==> src/rtl/alu_arbiter_pkg.sv <==
`default_nettype none
// +---------------------------------------------------------------------------+
// | alu_arbiter_pkg : ALU opcodes, requester indices and shared types          |
// | Revision: 1.0                                                              |
// +---------------------------------------------------------------------------+
package alu_arbiter_pkg;

    // Opcode values match the shared ALU opcode set
    localparam logic [3:0] ALU_ID  = 4'h0;
    localparam logic [3:0] ALU_ADD = 4'h1;
    localparam logic [3:0] ALU_SUB = 4'h2;
    localparam logic [3:0] ALU_AND = 4'h3;
    localparam logic [3:0] ALU_OR  = 4'h4;
    localparam logic [3:0] ALU_XOR = 4'h5;

    localparam int ALU_ARB_NREQ = 3;
    localparam int ALU_DATA_W   = 16;
    localparam int REQ_EXEC     = 0;
    localparam int REQ_PC       = 1;
    localparam int REQ_BR       = 2;

    localparam logic [0:0] c_SLOT_EMPTY = 1'b0;
    localparam logic [0:0] c_SLOT_FULL  = 1'b1;

    typedef struct packed {
        logic [3:0]            op;
        logic [ALU_DATA_W-1:0] a;
        logic [ALU_DATA_W-1:0] b;
        logic                  cin;
    } alu_req_t;

endpackage
`default_nettype wire

==> src/rtl/alu_arbiter_if.sv <==
`default_nettype none
// +---------------------------------------------------------------------------+
// | alu_arbiter_if : request/response bundle between requesters and arbiter   |
// | Revision: 1.0                                                              |
// +---------------------------------------------------------------------------+
interface alu_arbiter_if #(
    parameter int N_REQ  = 3,
    parameter int DATA_W = 16
);
    logic [N_REQ-1:0]        req_valid;
    logic [N_REQ-1:0]        req_ready;
    logic [4*N_REQ-1:0]      req_op;
    logic [DATA_W*N_REQ-1:0] req_a;
    logic [DATA_W*N_REQ-1:0] req_b;
    logic [N_REQ-1:0]        req_cin;
    logic [N_REQ-1:0]        rsp_valid;
    logic [N_REQ-1:0]        rsp_ready;
    logic [DATA_W*N_REQ-1:0] rsp_result;
    logic [N_REQ-1:0]        rsp_cout;

    modport master (
        output req_valid, req_op, req_a, req_b, req_cin, rsp_ready,
        input  req_ready, rsp_valid, rsp_result, rsp_cout
    );

    modport slave (
        input  req_valid, req_op, req_a, req_b, req_cin, rsp_ready,
        output req_ready, rsp_valid, rsp_result, rsp_cout
    );
endinterface
`default_nettype wire

==> src/rtl/alu_arbiter_rr_picker.sv <==
`default_nettype none
// +---------------------------------------------------------------------------+
// | rr_picker : combinational round-robin picker, search from last_grant+1    |
// | Revision: 1.0                                                              |
// +---------------------------------------------------------------------------+
module rr_picker #(
    parameter int N_REQ = 3
) (
    input  wire logic [N_REQ-1:0] i_elig,
    input  wire logic [1:0]       i_last_grant,
    output logic      [N_REQ-1:0] o_grant,
    output logic      [1:0]       o_grant_idx
);
    logic [1:0] w_cand;
    logic       w_found;

    always_comb begin
        o_grant     = '0;
        o_grant_idx = '0;
        w_cand      = '0;
        w_found     = 1'b0;
        for (int k = 1; k <= N_REQ; k++) begin
            w_cand = 2'((int'(i_last_grant) + k) % N_REQ);
            if (!w_found && i_elig[w_cand]) begin
                w_found          = 1'b1;
                o_grant[w_cand]  = 1'b1;
                o_grant_idx      = w_cand;
            end
        end
    end
endmodule
`default_nettype wire

==> src/rtl/alu_arbiter.sv <==
`default_nettype none
// +---------------------------------------------------------------------------+
// | alu_arbiter : round-robin sharing of one ALU with registered responses    |
// | Revision: 1.0                                                              |
// +---------------------------------------------------------------------------+
module alu_arbiter
    import alu_arbiter_pkg::*;
#(
    parameter int N_REQ  = ALU_ARB_NREQ,
    parameter int DATA_W = ALU_DATA_W
) (
    input  wire logic              clk,
    input  wire logic              reset_n,
    alu_arbiter_if.slave           bus,
    output logic      [DATA_W-1:0] alu_input1,
    output logic      [DATA_W-1:0] alu_input2,
    output logic                   alu_cin,
    output logic      [3:0]        alu_op,
    input  wire logic [DATA_W-1:0] alu_result,
    input  wire logic              alu_cout,
    output logic      [1:0]        grant_id,
    output logic      [15:0]       conflict_cnt
);
    logic [N_REQ-1:0]        r_state;
    logic [DATA_W*N_REQ-1:0] r_result;
    logic [N_REQ-1:0]        r_cout;
    logic [1:0]              r_last;
    logic [15:0]             r_conf;

    logic [N_REQ-1:0]        w_elig;
    logic [N_REQ-1:0]        w_gnt;
    logic [1:0]              w_gidx;
    logic                    w_any;
    logic                    w_multi;
    alu_req_t                w_win;

    // A full slot may accept a new grant only when its old result leaves this cycle
    assign w_elig  = bus.req_valid & (~r_state | bus.rsp_ready);
    assign w_any   = |w_gnt;
    assign w_multi = ($countones(w_elig) > 1);

    rr_picker #(.N_REQ(N_REQ)) u_picker (
        .i_elig       (w_elig),
        .i_last_grant (r_last),
        .o_grant      (w_gnt),
        .o_grant_idx  (w_gidx)
    );

    always_comb begin
        w_win.op  = ALU_ID;
        w_win.a   = '0;
        w_win.b   = '0;
        w_win.cin = 1'b0;
        for (int i = 0; i < N_REQ; i++) begin
            if (w_gnt[i]) begin
                w_win.op  = bus.req_op[i*4 +: 4];
                w_win.a   = bus.req_a[i*DATA_W +: DATA_W];
                w_win.b   = bus.req_b[i*DATA_W +: DATA_W];
                w_win.cin = bus.req_cin[i];
            end
        end
    end

    assign alu_op         = w_win.op;
    assign alu_input1     = w_win.a;
    assign alu_input2     = w_win.b;
    assign alu_cin        = w_win.cin;
    assign grant_id       = w_gidx;
    assign conflict_cnt   = r_conf;
    assign bus.req_ready  = w_gnt;
    assign bus.rsp_valid  = r_state;
    assign bus.rsp_result = r_result;
    assign bus.rsp_cout   = r_cout;

    always_ff @(posedge clk or negedge reset_n) begin
        if (!reset_n) begin
            r_state  <= {N_REQ{c_SLOT_EMPTY}};
            r_result <= '0;
            r_cout   <= '0;
            r_last   <= 2'(N_REQ - 1);
            r_conf   <= '0;
        end else begin
            for (int i = 0; i < N_REQ; i++) begin
                case (r_state[i])
                    c_SLOT_EMPTY: if (w_gnt[i]) r_state[i] <= c_SLOT_FULL;
                    default:      if (!w_gnt[i] && bus.rsp_ready[i]) r_state[i] <= c_SLOT_EMPTY;
                endcase
                if (w_gnt[i]) begin
                    r_result[i*DATA_W +: DATA_W] <= alu_result;
                    r_cout[i]                    <= alu_cout;
                end
            end
            if (w_any) r_last <= w_gidx;
            if (w_multi && r_conf != 16'hFFFF) r_conf <= r_conf + 16'd1;
        end
    end
endmodule
`default_nettype wire

==> src/flat_wrapper.sv <==
// flat-port wrapper written by rule: the top's interface ports become plain ports
module alu_arbiter_flat import alu_arbiter_pkg::*;
#(
    parameter int N_REQ  = ALU_ARB_NREQ,
    parameter int DATA_W = ALU_DATA_W
)
  (clk, reset_n, alu_input1, alu_input2, alu_cin, alu_op, alu_result, alu_cout, grant_id, conflict_cnt, bus_req_valid, bus_req_op, bus_req_a, bus_req_b, bus_req_cin, bus_rsp_ready, bus_req_ready, bus_rsp_valid, bus_rsp_result, bus_rsp_cout);
  alu_arbiter_if #(.N_REQ(N_REQ), .DATA_W(DATA_W)) bus_i ();
  input  wire logic clk;
  input  wire logic reset_n;
  output logic      [DATA_W-1:0] alu_input1;
  output logic      [DATA_W-1:0] alu_input2;
  output logic alu_cin;
  output logic      [3:0] alu_op;
  input  wire logic [DATA_W-1:0] alu_result;
  input  wire logic alu_cout;
  output logic      [1:0] grant_id;
  output logic      [15:0] conflict_cnt;
  input wire logic [$bits(bus_i.req_valid)-1:0] bus_req_valid;
  input wire logic [$bits(bus_i.req_op)-1:0] bus_req_op;
  input wire logic [$bits(bus_i.req_a)-1:0] bus_req_a;
  input wire logic [$bits(bus_i.req_b)-1:0] bus_req_b;
  input wire logic [$bits(bus_i.req_cin)-1:0] bus_req_cin;
  input wire logic [$bits(bus_i.rsp_ready)-1:0] bus_rsp_ready;
  output wire logic [$bits(bus_i.req_ready)-1:0] bus_req_ready;
  output wire logic [$bits(bus_i.rsp_valid)-1:0] bus_rsp_valid;
  output wire logic [$bits(bus_i.rsp_result)-1:0] bus_rsp_result;
  output wire logic [$bits(bus_i.rsp_cout)-1:0] bus_rsp_cout;
  assign bus_i.req_valid = bus_req_valid;
  assign bus_i.req_op = bus_req_op;
  assign bus_i.req_a = bus_req_a;
  assign bus_i.req_b = bus_req_b;
  assign bus_i.req_cin = bus_req_cin;
  assign bus_i.rsp_ready = bus_rsp_ready;
  assign bus_req_ready = bus_i.req_ready;
  assign bus_rsp_valid = bus_i.rsp_valid;
  assign bus_rsp_result = bus_i.rsp_result;
  assign bus_rsp_cout = bus_i.rsp_cout;
  alu_arbiter #(.N_REQ(N_REQ), .DATA_W(DATA_W)) u_core (.clk(clk), .reset_n(reset_n), .bus(bus_i), .alu_input1(alu_input1), .alu_input2(alu_input2), .alu_cin(alu_cin), .alu_op(alu_op), .alu_result(alu_result), .alu_cout(alu_cout), .grant_id(grant_id), .conflict_cnt(conflict_cnt));
endmodule
==> config.mk <==
export PLATFORM = sky130hd
export DESIGN_NAME = alu_arbiter_flat
export DESIGN_NICKNAME = d
export VERILOG_FILES = /design/src/rtl/alu_arbiter_pkg.sv /design/src/rtl/alu_arbiter_if.sv /design/src/rtl/alu_arbiter_rr_picker.sv /design/src/rtl/alu_arbiter.sv /design/src/flat_wrapper.sv
export SDC_FILE = /design/constraint.sdc
export NUM_CORES = 1
export LEC_CHECK = 0
export CAP_MARGIN = 25
export CORE_ASPECT_RATIO = 2
export CORE_MARGIN = 3
export CORE_UTILIZATION = 35
export CTS_BUF_LIST = sky130_fd_sc_hd__clkbuf_4
export CTS_CLUSTER_SIZE = 25
export DETAILED_ROUTE_END_ITERATION = 12
export PLACE_DENSITY = 0.86
export SKIP_LAST_GASP = 1
export SYNTH_ARGS = -nofsm -noshare
export SYNTH_HDL_FRONTEND = slang
export SYNTH_SLANG_ARGS = --single-unit
==> constraint.sdc <==
create_clock -name clk -period 3.4 [get_ports clk]
set_input_delay 0.51 -clock clk [delete_from_list [all_inputs] [get_ports clk]]
set_output_delay 0.51 -clock clk [all_outputs]
set_load 0.005 [all_outputs]
Yosys cells after proc, flatten, opt, wreduce, memory -nomap -nowiden
Index checks and enable logic that the tools add are counted.
- div/mod/pow operators: 3
- muxes and demuxes: 32
- magnitude comparators: 7
- add/sub/neg operators: 6
- equality and inequality tests: 1
- reduce and logical (&&, ||, !) cells: 15
- bitwise logic cells: 5
- operator list (kind ; number):
    2-to-1 mux 37 bit ; 3
    modulo 32 x 3 -> 32 bit, second input constant ; 3
    adder 32 x 1 -> 32 bit ; 1
    greater-than comparator 32 x 2 -> 1 bit, second input constant ; 1
    2-to-1 mux 1 bit ; 17
    adder 16 x 1 -> 16 bit, second input constant ; 1
    inequality test 16 bit, second input constant ; 1
    logical AND 1 bit ; 9
    less-than comparator 2 x 3 -> 1 bit, second input constant ; 3
    2-to-1 mux 3 bit ; 3
    bitwise OR 3 bit ; 3
    adder 2 x 2 -> 3 bit, second input constant ; 2
    binary-select mux 1 bit (select 2 bit) ; 3
    demux 1 bit (select 2 bit) ; 3
    >= comparator 2 x 1 -> 1 bit, second input constant ; 3
    2-to-1 mux 2 bit ; 3
    zero test 1 bit ; 5
    adder 2 x 1 -> 3 bit, second input constant ; 1
    bitwise AND 3 bit ; 1
    inverter 3 bit ; 1
    OR reduction 3 bit ; 1
    adder 1 x 1 -> 2 bit ; 1
- logic and storage cells: 78
- register bits after elaboration: 72
- output and inout bits: 112

Longest topological paths before layout
Gate-level depths: netlist of the first run.
- depth after elaboration: 16
- depth in mapped cells: 13
- depth with buffers taken out: 10

Hierarchy
Synthesis of the first run repeated with hierarchy kept, for this count alone.
- cells, all modules: 366
- area total of the unflattened synthesis: 3911.3 um2
- modules (own cells, without submodules) (module ; cells an instance ; times used ; seq. area each (um2) ; area an instance (um2)):
    alu_arbiter ; 331 ; 1 ; 1803.0 ; 3631.0
    rr_picker ; 35 ; 1 ; 0.0 ; 280.3

Worst setup path before layout of the first run
Ideal clock, no wire load.
- path type: flip-flop to output port
- from: reg u_core.r_last[1]
- to: out alu_input1[0]
- data required time: 2890 ps
- cell stages (with the launch flop): 11
- slack: 205 ps
- data arrival time: 2685 ps
- path through: dfstp_2 > ha_1 > buf_6 > nand2b_4 > a211o_1 > a211oi_2 > o21ai_2 > a2111oi_4 > buf_6 > a22oi_2 > o21ai_1
- longest elaborated chain between the ends: 14
- RTL lines (item ; line ; RTL):
    start, declared ; alu_arbiter.sv:27 ; logic [1:0] r_last;
    start signal, assigned ; alu_arbiter.sv:80 ; r_last <= 2'(N_REQ - 1);
    start signal, assigned ; alu_arbiter.sv:93 ; if (w_any) r_last <= w_gidx;
    adder 2 x 1 -> 3 bit ; alu_arbiter_rr_picker.sv:23 ; w_cand = 2'((int'(i_last_grant) + k) % N_REQ);
    modulo 32 x 3 -> 32 bit ; alu_arbiter_rr_picker.sv:23 ;
    less-than comparator 2 x 3 -> 1 bit (not written as such) (tied with other cells) ; alu_arbiter_rr_picker.sv:26 ; o_grant[w_cand] = 1'b1;
    logical AND 1 bit (not written as such) / 2-to-1 mux 1 bit (equally long branches) ; alu_arbiter_rr_picker.sv:26, alu_arbiter_rr_picker.sv:24 ;
    2-to-1 mux 1 bit, on equally long branches ; alu_arbiter_rr_picker.sv:26, alu_arbiter_rr_picker.sv:24 ;
    demux 1 bit (select 2 bit) / zero test 1 bit (equally long branches) ; alu_arbiter_rr_picker.sv:26, alu_arbiter_rr_picker.sv:24 ;
    2-to-1 mux 3 bit / logical AND 1 bit (equally long branches) ; alu_arbiter_rr_picker.sv:24 ; if (!w_found && i_elig[w_cand]) begin
    bitwise OR 3 bit (no line) / 2-to-1 mux 1 bit (equally long branches) ; n/a ;
    2-to-1 mux 3 bit / zero test 1 bit (equally long branches) ; alu_arbiter_rr_picker.sv:24 ;
    bitwise OR 3 bit (no line) / logical AND 1 bit (equally long branches) ; n/a ;
    2-to-1 mux 3 bit * ; alu_arbiter_rr_picker.sv:24 ;
    2-to-1 mux 37 bit (2 in a row) ; alu_arbiter.sv:55 ; if (w_gnt[i]) begin
    2-to-1 mux 37 bit * ; alu_arbiter.sv:55 ;
    end, declared ; flat_wrapper.sv:11 ; output logic [DATA_W-1:0] alu_input1;
Mark *: on every way between the ends. The rest lies on a longest branch, timed or not. The select of a mux whose other input is x is not followed.

Final worst setup path of the first run
- from: reg u_core.r_last[1]
- to: out alu_input1[11]
Same word-level chain as after synthesis.

==> impl_metrics.csv, run 1 <==
group,metric,value,unit
yosys,synth_area_per_cell,10.1,µm²
setup_path,cp.required,2.89,ns
route,wl_per_cell,18.9,µm
cts,ctsHoldBuffers,0,
global_route,grt_remaining_overflow,0,
yosys,synth_most_common_cell,"nand2_1",
yosys,ys_types,53,
cells_and_area,fin_cells,854,
global_route,antenna_found_initial,2,
cells_and_area,layout-drive-gt1-share,32.5,%
pwr,p_leak,3.24,nW
floorplan,start_util,36.0,%
route,drc,0,
cts,clock_sinks,72,
timing,period_needed,3.79,ns
cells_and_area,fin_nets,847,
global_route,track_usage,24.2,%
cts,cts_root_buffer,"clkbuf_4",
route,via_per_inst,5.18,
route,postRouteAntennaNets,0,
pwr,p_per_area,893,mW/mm²
yosys,synth_fp_nets,551,
timing,fmax,264,MHz
yosys,synthCells,409,
floorplan,dieWidth,82.7,µm
yosys,yosys_warnings,0,
floorplan,ios,248,
yosys,ys_seq_elements,72,
cts,cts_tree,"done",
setup_path,worstSetupEndpointType,"primary output",
floorplan,design.core.area,0.0114,mm²
setup_path,crit_chain,"buf_4 -> ha_4 -> nand2b_4 -> a211o_1 -> a211oi_2 -> o21ai_2 -> a2111oi_4 -> buf_6 -> buf_6 -> buf_12 -> buf_16 -> a22oi_2 -> o21ai_1 -> buf_2",
placement,port_buffers,247,
timing,worst_slew_pin_slew,0.918,ns
timing,slew_headroom,38.8,%
run_status,violations,"negative setup slack",
route,initialDrtViolationCount,205,
cells_and_area,syn_to_final_growth,81.8,%
timing,rsz0062_at_grt,"true",
yosys,synthTopCellsByArea,"dfrtp_1 (43%), mux2_2 (10%), nand2_1 (9.4%)",
timing,fin_skew,0.0124,ns
placement,dp.final_hpwl,11900,µm
timing,layout_setup_ws,-0.390,ns
yosys,synth-seq-area-share,43.8,%
run_status,outcome,"complete, but fails checks",
timing,period_share,111,%
global_route,grt_pass1_vias,4844,
setup_path,critPathSlowestCell,"dfstp_2",
yosys,yosys.area.top_type,"dfrtp_1",
setup_path,cp-start-kind,"flop",
route,routed_wl,16100,µm
yosys,synthFlopType,"dfrtp_1",
yosys,synth_area,0.00412,mm²
setup_path,crit_fanout,5,
yosys,yosys-top-cells-count,"nand2_1 (103), dfrtp_1 (71), mux2_2 (37)",
cts,clk_latency,0.43,ns
route,first_pass_iters,4,
floorplan,die_y,159,µm
timing,setup_viol,37,
worst_hold_path,min_path_type,"input port to asynchronous set/reset pin",
yosys,synth_top_area_share,43.2,%
cts,cts_buffers,9,
route,vias,4421,
placement,finalWeightedCongestion,0.897,
timing,drv_slew,0,
cells_and_area,n_fill_cell,933,
global_route,grt_pass1_wl,24100,µm
timing,tns,-12.09,ns
global_route,grt_max_degree,73,
cts,h-tree-depth,3,
setup_path,slowest_delay,0.57,ns
setup_path,cpMostUsedCell,"buf_6",
placement,dp.cells,810,
cts,cts.reportedPaths.clkPinSlew,0.13,ns
timing,hold_violations,0,
setup_path,crit_arrival,3.28,ns
cts,clk_path_buf_depth,2,
flow_run,max-cap-violations,0,
yosys,synth_edf_count,0,
yosys,ys_async_sr_fraction,100,%
setup_path,criticalPathCategory,"flop to primary output",
floorplan,num_rows,55,
pwr,irDropWorstVdd,0.566,mV
pwr,fin_total_pwr,6.69,mW
floorplan,die_area,0.0132,mm²
-- cell usage in the layout, fill, tap and decap left out, types with 4 or more instances in the layout --
cell type | synthesis | layout
and3_1 | 4 | 4
dfrtp_1 | 71 | 71
buf_16 | 0 | 4
buf_4 | 3 | 45
and4_1 | 4 | 4
buf_12 | 0 | 8
mux2_2 | 37 | 37
a22oi_1 | 7 | 4
o21ai_1 | 28 | 32
nand2_1 | 103 | 102
clkbuf_4 | 0 | 9
xnor2_1 | 12 | 12
a22oi_2 | 30 | 33
buf_6 | 5 | 6
clkdlybuf4s50_1 | 0 | 205
nand3_1 | 6 | 5
buf_2 | 4 | 38
o21ai_2 | 3 | 7
inv_1 | 8 | 6
-- registers in the layout, summed over array words and instances, names as in the netlist --
register and count:
u_core.bus.rsp_result 48, u_core.conflict_cnt 16, u_core.bus.rsp_cout 3, u_core.bus.rsp_valid 3
u_core.r_last 2
-- layout make-up --
class / instances / area [µm²] / share of cell area (%)
Timing Repair Buffer: 312 / 3020 / 40.3
Clock inverter: 7 / 80.1 / 1.07
Antenna cell: 2 / 5.00 / 0.0669
Sequential cell: 72 / 1800 / 24.1
Multi-Input combinational cell: 300 / 2290 / 30.6
Tap cell: 142 / 178 / 2.37
Clock buffer: 9 / 67.6 / 0.903
Inverter: 10 / 42.5 / 0.568
-- what timing repair did --
item,CTS,global route
cloned,8,1
pin swaps,21,22
buffers inserted,14,5
endpoints found under the setup margin,42,41
resized for setup,184,24
-- logic make-up after synthesis --
kind of cell | synth area share (%)
fa+ha+maj | 1.82
mux | 10.1
buf+inv | 4.68
compound gates | 20.4
flops | 43.8
xor+xnor | 3.19
simple gates | 16.0
-- per-layer routing --
layer	GRT usage (%)	routed length (µm)	part of all wire, %
met5	0	13	0.081
met4	11.8	668	4.1
met3	6.00	1140	7.1
met2	45.8	9180	57
met1	22.6	5110	32
-- report_power, final --
group,leakage [nW],total [mW],internal (mW),switching (mW)
Sequential,0.884,1.47,1.24,0.238
Clock,0.0784,0.584,0.233,0.352
Combinational,2.28,4.63,2.65,1.98
Total,3.24,6.69,4.12,2.57
-- stage by stage --
stage | utilization (%) | hold slack, ns | area (µm²) | setup slack, ns
2_1_floorplan | - | 0.214 | 4120 | 0.205
3_3_place_gp | 60.9 | 0.448 | 6960 | -0.551
3_5_place_dp | 60.9 | 0.467 | 6960 | -0.550
4_1_cts | 64.7 | 0.301 | 7390 | -0.336
5_1_grt | 65.5 | 0.330 | 7480 | -0.542
6_report | 65.5 | 0.247 | 7480 | -0.390
-- path summary, 6_finish.rpt --
| path | startpoint | to | slack [ns] | depth (start not counted) |
|---|---|---|---|---|
| max | u_core.r_last[1] | alu_input1[11] | -0.39 | 14 |
| min | reset_n | u_core.bus.rsp_result[30] | 0.25 | 2 |
| max reg2reg | u_core.r_last[1] | u_core.r_last[0] | 0.51 | 13 |
| min reg2reg | u_core.bus.rsp_result[16] | u_core.bus.rsp_result[16] | 0.49 | 2 |
| max in group asynchronous | reset_n | u_core.bus.rsp_result[13] | 2.52 | 2 |
| min in group clk | u_core.bus.rsp_result[16] | u_core.bus.rsp_result[16] | 0.49 | 2 |
-- worst max-delay path, delay by kind of cell, from the launching register on --
kind / cells / cell delay [ns]
adder cells (fa/ha/maj): 1 / 0.20
AND/OR/NAND/NOR: 1 / 0.15
buffers and inverters: 6 / 0.74
AO/OA/AOI/OAI: 6 / 1.19
flip-flops: 1 / 0.57
(Power assumes the default switching activity.)
==> run 2: changes to the inputs <==
--- a/config.mk
+++ b/config.mk
@@ -10,7 +10,6 @@
 export CORE_MARGIN = 3
 export CORE_UTILIZATION = 35
 export CTS_BUF_LIST = sky130_fd_sc_hd__clkbuf_4
-export CTS_CLUSTER_SIZE = 25
 export DETAILED_ROUTE_END_ITERATION = 12
 export PLACE_DENSITY = 0.86
 export SKIP_LAST_GASP = 1
==> results of run 2 <==
The final DEF is identical to that of run 1; final timing and power are the same.
==> run 3: changes to the inputs <==
--- a/config.mk
+++ b/config.mk
@@ -5,6 +5,7 @@
 export SDC_FILE = /design/constraint.sdc
 export NUM_CORES = 1
 export LEC_CHECK = 0
+export ABC_AREA = 0
 export CAP_MARGIN = 25
 export CORE_ASPECT_RATIO = 2
 export CORE_MARGIN = 3
==> constraint.sdc (replaced) <==
create_clock -name clk -period 3.4 [get_ports clk]
set_input_delay 0.68 -clock clk [delete_from_list [all_inputs] [get_ports clk]]
set_output_delay 0.68 -clock clk [all_outputs]
set_load 0.005 [all_outputs]
==> impl_metrics.csv, run 3 (synthesis gave the netlist of run 1 again) <==
group,metric,value,unit
cells_and_area,final_util,65.9,%
global_route,grt_remaining_overflow,0,
setup_path,crit_chain,"buf_6 -> inv_4 -> ha_4 -> o32a_1 -> o31a_1 -> o21a_1 -> a2111oi_4 -> buf_4 -> buf_6 -> buf_12 -> buf_16 -> a22oi_2 -> o21ai_1 -> buf_2",
setup_path,worstSetupEndpointType,"primary output",
floorplan,ios,248,
pwr,fin_total_pwr,6.68,mW
setup_path,cp-start-kind,"flop",
cells_and_area,layout-drive-gt1-share,33.0,%
timing,hold_violations,0,
cells_and_area,final_area,0.00753,mm²
placement,port_buffers,247,
worst_hold_path,min_path_type,"input port to asynchronous set/reset pin",
flow_run,max-cap-violations,0,
cells_and_area,final_common_cell,"clkdlybuf4s50_1",
route,first_pass_iters,4,
cts,ctsHoldBuffers,0,
cts,cts_buffers,9,
timing,setup_viol,39,
timing,period_share,117,%
timing,slew_headroom,41.0,%
cells_and_area,syn_to_final_growth,82.9,%
setup_path,r2r-start,"u_core.r_last[1]",
route,drc,0,
global_route,grt_pass1_wl,23800,µm
timing,fin_skew,0.0190,ns
timing,drv_slew,0,
setup_path,cp.required,2.72,ns
cts,clk_path_buf_depth,2,
cts,clock_sinks,72,
run_status,outcome,"complete, but fails checks",
route,vias,4446,
run_status,violations,"negative setup slack",
setup_path,crit_arrival,3.29,ns
route,initialDrtViolationCount,151,
cells_and_area,largest_reg_flops,48,
route,wl_per_cell,18.5,µm
timing,layout_setup_ws,-0.573,ns
setup_path,r2r_slack,0.37,ns
setup_path,r2r_end,"u_core.r_last[0]",
global_route,antenna_found_initial,1,
floorplan,start_util,36.0,%
setup_path,critPathSlowestCell,"dfstp_2",
timing,worst_slew_pin_slew,0.886,ns
cts,clk_latency,0.45,ns
cells_and_area,final_cell_mix,"clkdlybuf4s50_1 (205), nand2_1 (99), dfrtp_1 (71)",
timing,whs,0.408,ns
route,via_per_inst,5.18,
setup_path,r2r_cells,14,
pwr,p_leak,3.26,nW
timing,period_needed,3.97,ns
setup_path,slowest_delay,0.60,ns
cells_and_area,antennaDiodeCount,0,
placement,placed_area,0.00701,mm²
floorplan,dieWidth,82.7,µm
setup_path,crit_fanout,5,
setup_path,cpMostUsedCell,"buf_6",
route,routed_wl,15800,µm
cts,h-tree-depth,3,
timing,rsz0062_at_grt,"true",
floorplan,design.core.area,0.0114,mm²
cts,cts_root_buffer,"clkbuf_4",
pwr,p_per_area,887,mW/mm²
floorplan,die_y,159,µm
cts,cts_tree,"done",
global_route,grt_pass1_vias,4817,
setup_path,criticalPathCategory,"flop to primary output",
global_route,grt_max_degree,73,
cells_and_area,fin_nets,853,
pwr,irDropWorstVdd,0.487,mV
placement,dp.final_hpwl,11800,µm
cells_and_area,n_fill_cell,941,
global_route,track_usage,23.8,%
floorplan,die_area,0.0132,mm²
cts,cts.reportedPaths.clkPinSlew,0.15,ns
floorplan,num_rows,55,
placement,finalWeightedCongestion,0.879,
route,postRouteAntennaNets,0,
timing,fmax,252,MHz
run 3: layer usage:
layer	vias up	wire length (µm)	global-route usage (%)
met5	-	13	0
met4	2	728	11.9
met3	55	1100	5.21
met2	240	8860	45.2
met1	2095	5140	22.4
li1	2054	-	-
run 3: power breakdown:
group / internal [mW] / switching [mW]
Combinational: 2.68 / 2.00
Sequential: 1.24 / 0.236
Clock: 0.172 / 0.365
run 3: final cells by class:
type                            count  area (µm²)  share of cell area [%]
Timing Repair Buffer              318        3070                    40.8
Multi-Input combinational cell    300        2290                    30.4
Sequential cell                    72        1800                    24.0
Tap cell                          142         178                    2.36
Clock inverter                      7        71.3                   0.947
Clock buffer                        9        67.6                   0.898
Inverter                           10        45.0                   0.598
run 3: through the flow:
stage,cells,setup TNS [ns],setup slack [ns]
floorplan,409,0,0.0350
global placement,816,-30.00,-0.896
detailed placement,816,-31.02,-0.881
CTS,853,-20.85,-0.573
global route,858,-25.90,-0.760
finish,858,-19.38,-0.573
run 3: critical path: cells and delay by family (launching register included):
kind	cells	cell delay, ns
AOI/OAI and AO/OA	6	1.26
buffers and inverters	7	0.81
DFF	1	0.60
adders and majority gates	1	0.15
run 3: how the worst max path moves through the flow:
stage	start	end	slack, ns
after floorplan	u_core.r_last[1]	alu_input1[0]	0.03
after global placement	bus_req_valid[0]	alu_input1[9]	-0.90
after detailed placement	bus_req_valid[0]	alu_input1[9]	-0.88
after CTS	u_core.r_last[1]	alu_input1[12]	-0.57
after global routing	u_core.r_last[1]	alu_input2[8]	-0.76
final	u_core.r_last[1]	alu_input1[12]	-0.57
run 3: what timing repair did:
item                       in CTS  in global routing
setup endpoints to repair      42                 42
pin swaps                      14                 23
cloned                          8                  2
setup buffers                  13                  6
hold endpoints to repair        0                  0
gates resized for setup       174                 36
